[config.mk]
export PLATFORM = sky130hd
export DESIGN_NAME = gabor_window_gen_5x5
export DESIGN_NICKNAME = d
export VERILOG_FILES = /design/src/rtl/gabor_win_pkg.sv /design/src/rtl/gabor_line_buffer.sv /design/src/rtl/gabor_window_gen_5x5.sv
export SDC_FILE = /design/constraint.sdc
export NUM_CORES = 1
export LEC_CHECK = 0
export CAP_MARGIN = 20
export CORE_UTILIZATION = 35
export DETAILED_ROUTE_END_ITERATION = 7
export GPL_ROUTABILITY_DRIVEN = 0
export MAX_ROUTING_LAYER = met4
export PLACE_DENSITY_LB_ADDON = 0.12
export SYNTH_ARGS = -nofsm -noshare
export SYNTH_HDL_FRONTEND = slang
export SYNTH_SLANG_ARGS = --single-unit
[constraint.sdc]
create_clock -name clk -period 3.3 [get_ports clk]
set_clock_uncertainty 0.05 [all_clocks]
set_input_delay 0.99 -clock clk [delete_from_list [all_inputs] [get_ports clk]]
set_output_delay 0.99 -clock clk [all_outputs]
set_load 0.05 [all_outputs]
[src/rtl/gabor_win_pkg.sv]
// Shared constants and tap indexing for the 5x5 Gabor window generator.
package gabor_win_pkg;

    localparam int unsigned KERNEL_SIZE = 5;
    localparam int unsigned KERNEL_TAPS = KERNEL_SIZE * KERNEL_SIZE;
    localparam int unsigned LB_COUNT    = KERNEL_SIZE - 1;

    function automatic int unsigned tap_idx(input int unsigned row, input int unsigned col);
        return row * KERNEL_SIZE + col;
    endfunction

endpackage

[src/rtl/gabor_line_buffer.sv]
// One image line of pixel storage; returns the previous line's pixel at addr while
// the current line's pixel is written to the same address.
module gabor_line_buffer #(
    parameter int unsigned DEPTH   = 64,
    parameter int unsigned PIXEL_W = 1
) (
    input  logic                     clk,
    input  logic [$clog2(DEPTH)-1:0] addr,
    input  logic                     we,
    input  logic [PIXEL_W-1:0]       din,
    output logic [PIXEL_W-1:0]       dout
);

    logic [PIXEL_W-1:0] mem [DEPTH];

    // Read is combinational so the column is usable in the accepting cycle; the write
    // only lands at the clock edge, so dout always shows the pre-write contents.
    assign dout = mem[addr];

    always_ff @(posedge clk) begin
        if (we) begin
            mem[addr] <= din;
        end
    end

endmodule

[src/rtl/gabor_window_gen_5x5.sv]
// Streaming raster-to-5x5-window generator: four chained line buffers build a 5-tap
// column per pixel, which is shifted into a 5x5 window register and presented downstream.
module gabor_window_gen_5x5
    import gabor_win_pkg::*;
#(
    parameter int unsigned IMG_WIDTH  = 64,
    parameter int unsigned IMG_HEIGHT = 64,
    parameter int unsigned PIXEL_W    = 1
) (
    input  logic                              clk,
    input  logic                              rst_n,
    input  logic                              s_valid,
    output logic                              s_ready,
    input  logic                              s_sof,
    input  logic [PIXEL_W-1:0]                s_pixel,
    output logic                              m_valid,
    input  logic                              m_ready,
    output logic [KERNEL_TAPS*PIXEL_W-1:0]    m_window,
    output logic [$clog2(IMG_HEIGHT)-1:0]     m_row,
    output logic [$clog2(IMG_WIDTH)-1:0]      m_col,
    output logic                              m_eof
);

    localparam int unsigned RW = $clog2(IMG_HEIGHT);
    localparam int unsigned CW = $clog2(IMG_WIDTH);

    localparam logic [RW-1:0] ROW_LAST   = RW'(IMG_HEIGHT - 1);
    localparam logic [CW-1:0] COL_LAST   = CW'(IMG_WIDTH - 1);
    localparam logic [RW-1:0] ROW_FIRST  = RW'(KERNEL_SIZE - 1);
    localparam logic [CW-1:0] COL_FIRST  = CW'(KERNEL_SIZE - 1);
    localparam logic [RW-1:0] ROW_CENTRE = RW'(KERNEL_SIZE / 2);
    localparam logic [CW-1:0] COL_CENTRE = CW'(KERNEL_SIZE / 2);

    logic [RW-1:0] row_q;
    logic [CW-1:0] col_q;
    logic [RW-1:0] pos_row;
    logic [CW-1:0] pos_col;
    logic          accept;
    logic          win_now;

    logic [LB_COUNT-1:0][PIXEL_W-1:0]                     lb_din;
    logic [LB_COUNT-1:0][PIXEL_W-1:0]                     lb_dout;
    logic [KERNEL_SIZE-1:0][PIXEL_W-1:0]                  col_tap;
    logic [KERNEL_SIZE-1:0][KERNEL_SIZE-1:0][PIXEL_W-1:0] win_q;
    logic [KERNEL_SIZE-1:0][KERNEL_SIZE-1:0][PIXEL_W-1:0] win_d;
    logic [KERNEL_TAPS*PIXEL_W-1:0]                       win_flat;

    assign s_ready = !m_valid || m_ready;
    assign accept  = s_valid && s_ready;

    // A start-of-frame pixel is placed at (0,0) whatever the counters say.
    always_comb begin
        pos_row = s_sof ? '0 : row_q;
        pos_col = s_sof ? '0 : col_q;
        win_now = accept && (pos_row >= ROW_FIRST) && (pos_col >= COL_FIRST);
    end

    always_ff @(posedge clk or negedge rst_n) begin
        if (!rst_n) begin
            row_q <= '0;
            col_q <= '0;
        end else if (accept) begin
            if (pos_col == COL_LAST) begin
                col_q <= '0;
                row_q <= (pos_row == ROW_LAST) ? '0 : pos_row + RW'(1);
            end else begin
                col_q <= pos_col + CW'(1);
                row_q <= pos_row;
            end
        end
    end

    for (genvar i = 0; i < LB_COUNT; i++) begin : g_lb
        gabor_line_buffer #(
            .DEPTH   (IMG_WIDTH),
            .PIXEL_W (PIXEL_W)
        ) u_lb (
            .clk  (clk),
            .addr (pos_col),
            .we   (accept),
            .din  (lb_din[i]),
            .dout (lb_dout[i])
        );
    end

    // L0 holds line r-1 and each stage pushes its old pixel one line further up.
    always_comb begin
        lb_din[0]               = s_pixel;
        col_tap                 = '0;
        col_tap[KERNEL_SIZE-1]  = s_pixel;
        for (int unsigned i = 1; i < LB_COUNT; i++) begin
            lb_din[i] = lb_dout[i-1];
        end
        for (int unsigned i = 0; i < LB_COUNT; i++) begin
            col_tap[LB_COUNT-1-i] = lb_dout[i];
        end
    end

    always_comb begin
        win_d    = win_q;
        win_flat = '0;
        for (int unsigned i = 0; i < KERNEL_SIZE; i++) begin
            for (int unsigned j = 0; j < KERNEL_SIZE; j++) begin
                if (j < KERNEL_SIZE - 1) begin
                    win_d[i][j] = win_q[i][j+1];
                end else begin
                    win_d[i][j] = col_tap[i];
                end
                win_flat[tap_idx(i, j)*PIXEL_W +: PIXEL_W] = win_d[i][j];
            end
        end
    end

    always_ff @(posedge clk or negedge rst_n) begin
        if (!rst_n) begin
            win_q <= '0;
        end else if (accept) begin
            win_q <= win_d;
        end
    end

    always_ff @(posedge clk or negedge rst_n) begin
        if (!rst_n) begin
            m_valid  <= 1'b0;
            m_window <= '0;
            m_row    <= '0;
            m_col    <= '0;
            m_eof    <= 1'b0;
        end else if (win_now) begin
            m_valid  <= 1'b1;
            m_window <= win_flat;
            m_row    <= pos_row - ROW_CENTRE;
            m_col    <= pos_col - COL_CENTRE;
            m_eof    <= (pos_row == ROW_LAST) && (pos_col == COL_LAST);
        end else if (m_ready) begin
            m_valid  <= 1'b0;
        end
    end

endmodule

==> out/qor.txt <==
TritonCTS Sinks: 327
Ports: 46
# rows: 71
Mapped Area: 13450 sq um
placed inst area: 15160 sq um
Synth area leaders: edfxtp_1 57%, dfrtp_1 13%, mux2i_1 7.4%
mux cell area share after synthesis: 9.123%
CTS max path bufs: 3
switching part of the total power: 29.85%
CP max FO: 31
post-CTS setup buffer count: 0
layout cell share with drive strength beyond 1: 16.71%
hold buffers post-CTS: 0
Distinct cells, synth: 49
post-place setup slack: -0.1177 ns
root buf cell: clkbuf_16
CP Capture Type: register
Port Buffer Count: 45
Total GRT Usage: 18.99%
initial DRC count: 525
DP HPWL: 23640 microns
ys flop type: edfxtp_1
Synth Area in Simple Gates: 8.472%
final core utilization: 43.42%
syn_nets: 981
vias in the first global route: 8184
first-pass GRT wire length: 52940 microns
YS warnings: 0
XOR/XNOR Fraction of Synth Area: 0.3255%
Die Ht: 198.1 microns
Crit path required time: 3.50 ns
initial antenna violation count: 0
GRT overflow: 0
Design Area, Final: 16390 sq um
gate count of the mapped netlist: 970
full die area: 39230 sq um
clk_lat worst skew: 0.54 ns
most common cell in the netlist: edfxtp_1
Synth Area in Compound Gates: 8.770%
placed cells: 1553
fraction of the mapped netlist area in adder cells: 0.4650%
CTS tree: built
area added between synthesis and finish: 21.84%
hold endpoint: win_d[5]
Max Slew Vio Count: 0
Power per Cell Area: 741.4 nW/um^2
fmax: 0.3194 GHz
DR pass1 iterations: 5
Worst slew margin: 51.24%
Mapped Avg Cell Area: 13.87 sq um
final-stage net count: 1092
DR WL/cell: 21.43 microns
Final WS setup: 0.1689 ns
count of final setup violators: 0
HP Class: register to register
final routed DRC violation total: 0
Psw: 3.627 mW
clock buffer count from CTS: 37
post-synthesis sequential area ratio: 70.34%
MaxCap Viol Count: 0
kind of critical path: register to register
Via density: 5.069
RSZ-0062 raised after global routing: false
reg2reg end: g_lb[2].u_lb.mem[44]
largest family of logic cells by synthesized area: multiplexers
Yosys reg bits: 327
area leader, netlist: edfxtp_1
post-synth top area share: 57.14%
Tcrit/Tclk final: 94.88%
via count: 8202
Synth async-reset ratio: 21.71%
clock-pin slew on the worst setup and hold paths: 0.06 ns
Initial Util: 35.64%
minimum clock period: 3.131 ns
Final ANT Viol Nets: 0
Post-Route WL: 34670 microns
number of flops mapped to enable cells by yosys: 256
Int Pwr: 8.526 mW
n_diodes: 0
Post-Layout Cell Count: 1618
clock share of power: 34.2%
Worst Reg2Reg Path Length in Cells: 10
setup TNS: 0 ns
Worst Hold Depth: 2
crit start category: register
VDD IR max: 0.0003547 V
post-CTS resize count: 0
R2R Setup Slk: 0.17 ns
Core Area: 37760 sq um
die width: 198.1 microns
Post-synth top cells: 256 x edfxtp_1, 119 x nand2_1, 99 x mux2i_1, 91 x nor2_1, 71 x dfrtp_1
Hold Vio Cnt, Final: 0
Leakage: 6.139 nW
largest net degree at the start of global routing: 56
Seq pwr share: 42.6%
status: complete, no violations
CTS H-tree lvls: 2
Comb pwr share: 23.2%
WP data arrival: 3.33 ns
Tightest Pin Transition: 0.7314 ns
Hold Path Origin: win_d[5]
R2R Path Start: col_q[0]
registers in the layout, indices dropped and copies added (netlist names):
signal / count
m_col: 6
m_valid: 1
g_lb.u_lb.mem: 256
m_eof: 1
win_d: 20
m_window: 25
m_row: 6
row_q: 6
col_q: 6
through the flow:
stage | total power, mW | hold slack [ns]
global placement | 8.103 | 0.4107
floorplan | 6.812 | 0.3918
finish | 12.15 | 0.4218
detailed placement | 8.122 | 0.4101
global route | 12.63 | 0.4475
CTS | 12.31 | 0.4253
cells by family (layout without fill, tap and decap cells):
logic type,Yosys count,count (layout)
multiplexers,120,120
XOR/XNOR,5,5
AND/OR/NAND/NOR,265,265
flip-flops,327,327
AO/OA/AOI/OAI,171,171
buffers and inverters,77,214
adder cells (fa/ha/maj),5,5
placed cells by master (no fill, tap or decap), types with 21 or more instances in the layout:
cell             netlist  layout
edfxtp_1             256     256
nand2_1              119     119
mux2i_1               99      99
nor2_1                91      90
buf_4                  1      78
dfrtp_1               71      70
clkdlybuf4s50_1        0      41
o22ai_1               39      39
clkbuf_16              0      39
o21ai_0               39      38
a22o_1                29      29
a211oi_1              22      22
mux2_2                21      21
area by class of cell:
class | count | area [sq um]
Fill cell | 3448 | 21360
Sequential cell | 327 | 9468
Multi-Input combinational cell | 566 | 3670
Timing Repair Buffer | 138 | 1346
Clock buffer | 46 | 1002
Tap cell | 511 | 639.4
Clock inverter | 19 | 225.2
Inverter | 11 | 41.29
worst max path at each step:
stage | startpoint | end | slack [ns] | cells past startpoint
floorplan | s_sof | g_lb[1].u_lb.mem[0] | -0.02 | 8
global route | col_q[0] | g_lb[3].u_lb.mem[45] | 0.04 | 8
global placement | s_sof | g_lb[1].u_lb.mem[36] | -0.1 | 9
detailed placement | s_sof | g_lb[1].u_lb.mem[36] | -0.12 | 9
finish | col_q[0] | g_lb[2].u_lb.mem[44] | 0.17 | 10
CTS | col_q[0] | g_lb[2].u_lb.mem[44] | 0.15 | 10
power by group through the flow:
stage / combinational [mW] / sequential [mW] / clock, mW
after detailed placement: 2.86 / 5.26 / 0
after CTS: 2.86 / 5.18 / 4.26
after floorplan: 0.960 / 5.85 / 0
after global routing: 3.00 / 5.22 / 4.42
after global placement: 2.85 / 5.26 / 0
final: 2.82 / 5.18 / 4.16
critical path, cell delays in order, from the launching register on:
cell and delay (ns):
dfrtp_4 0.65, buf_4 0.30, buf_4 0.20, mux2i_1 0.25, o22ai_1 0.11, a211oi_1 0.39, buf_4 0.18, nor3_1 0.04
nor4_2 0.32, inv_2 0.12, buf_12 0.18
layer usage:
metal | GRT usage (%) | wire, microns
met1 | 26.28 | 16210
met2 | 29.12 | 16060
met3 | 2.470 | 1468
met4 | 5.800 | 935
met5 | - | 0
(Power assumes the default switching activity.)
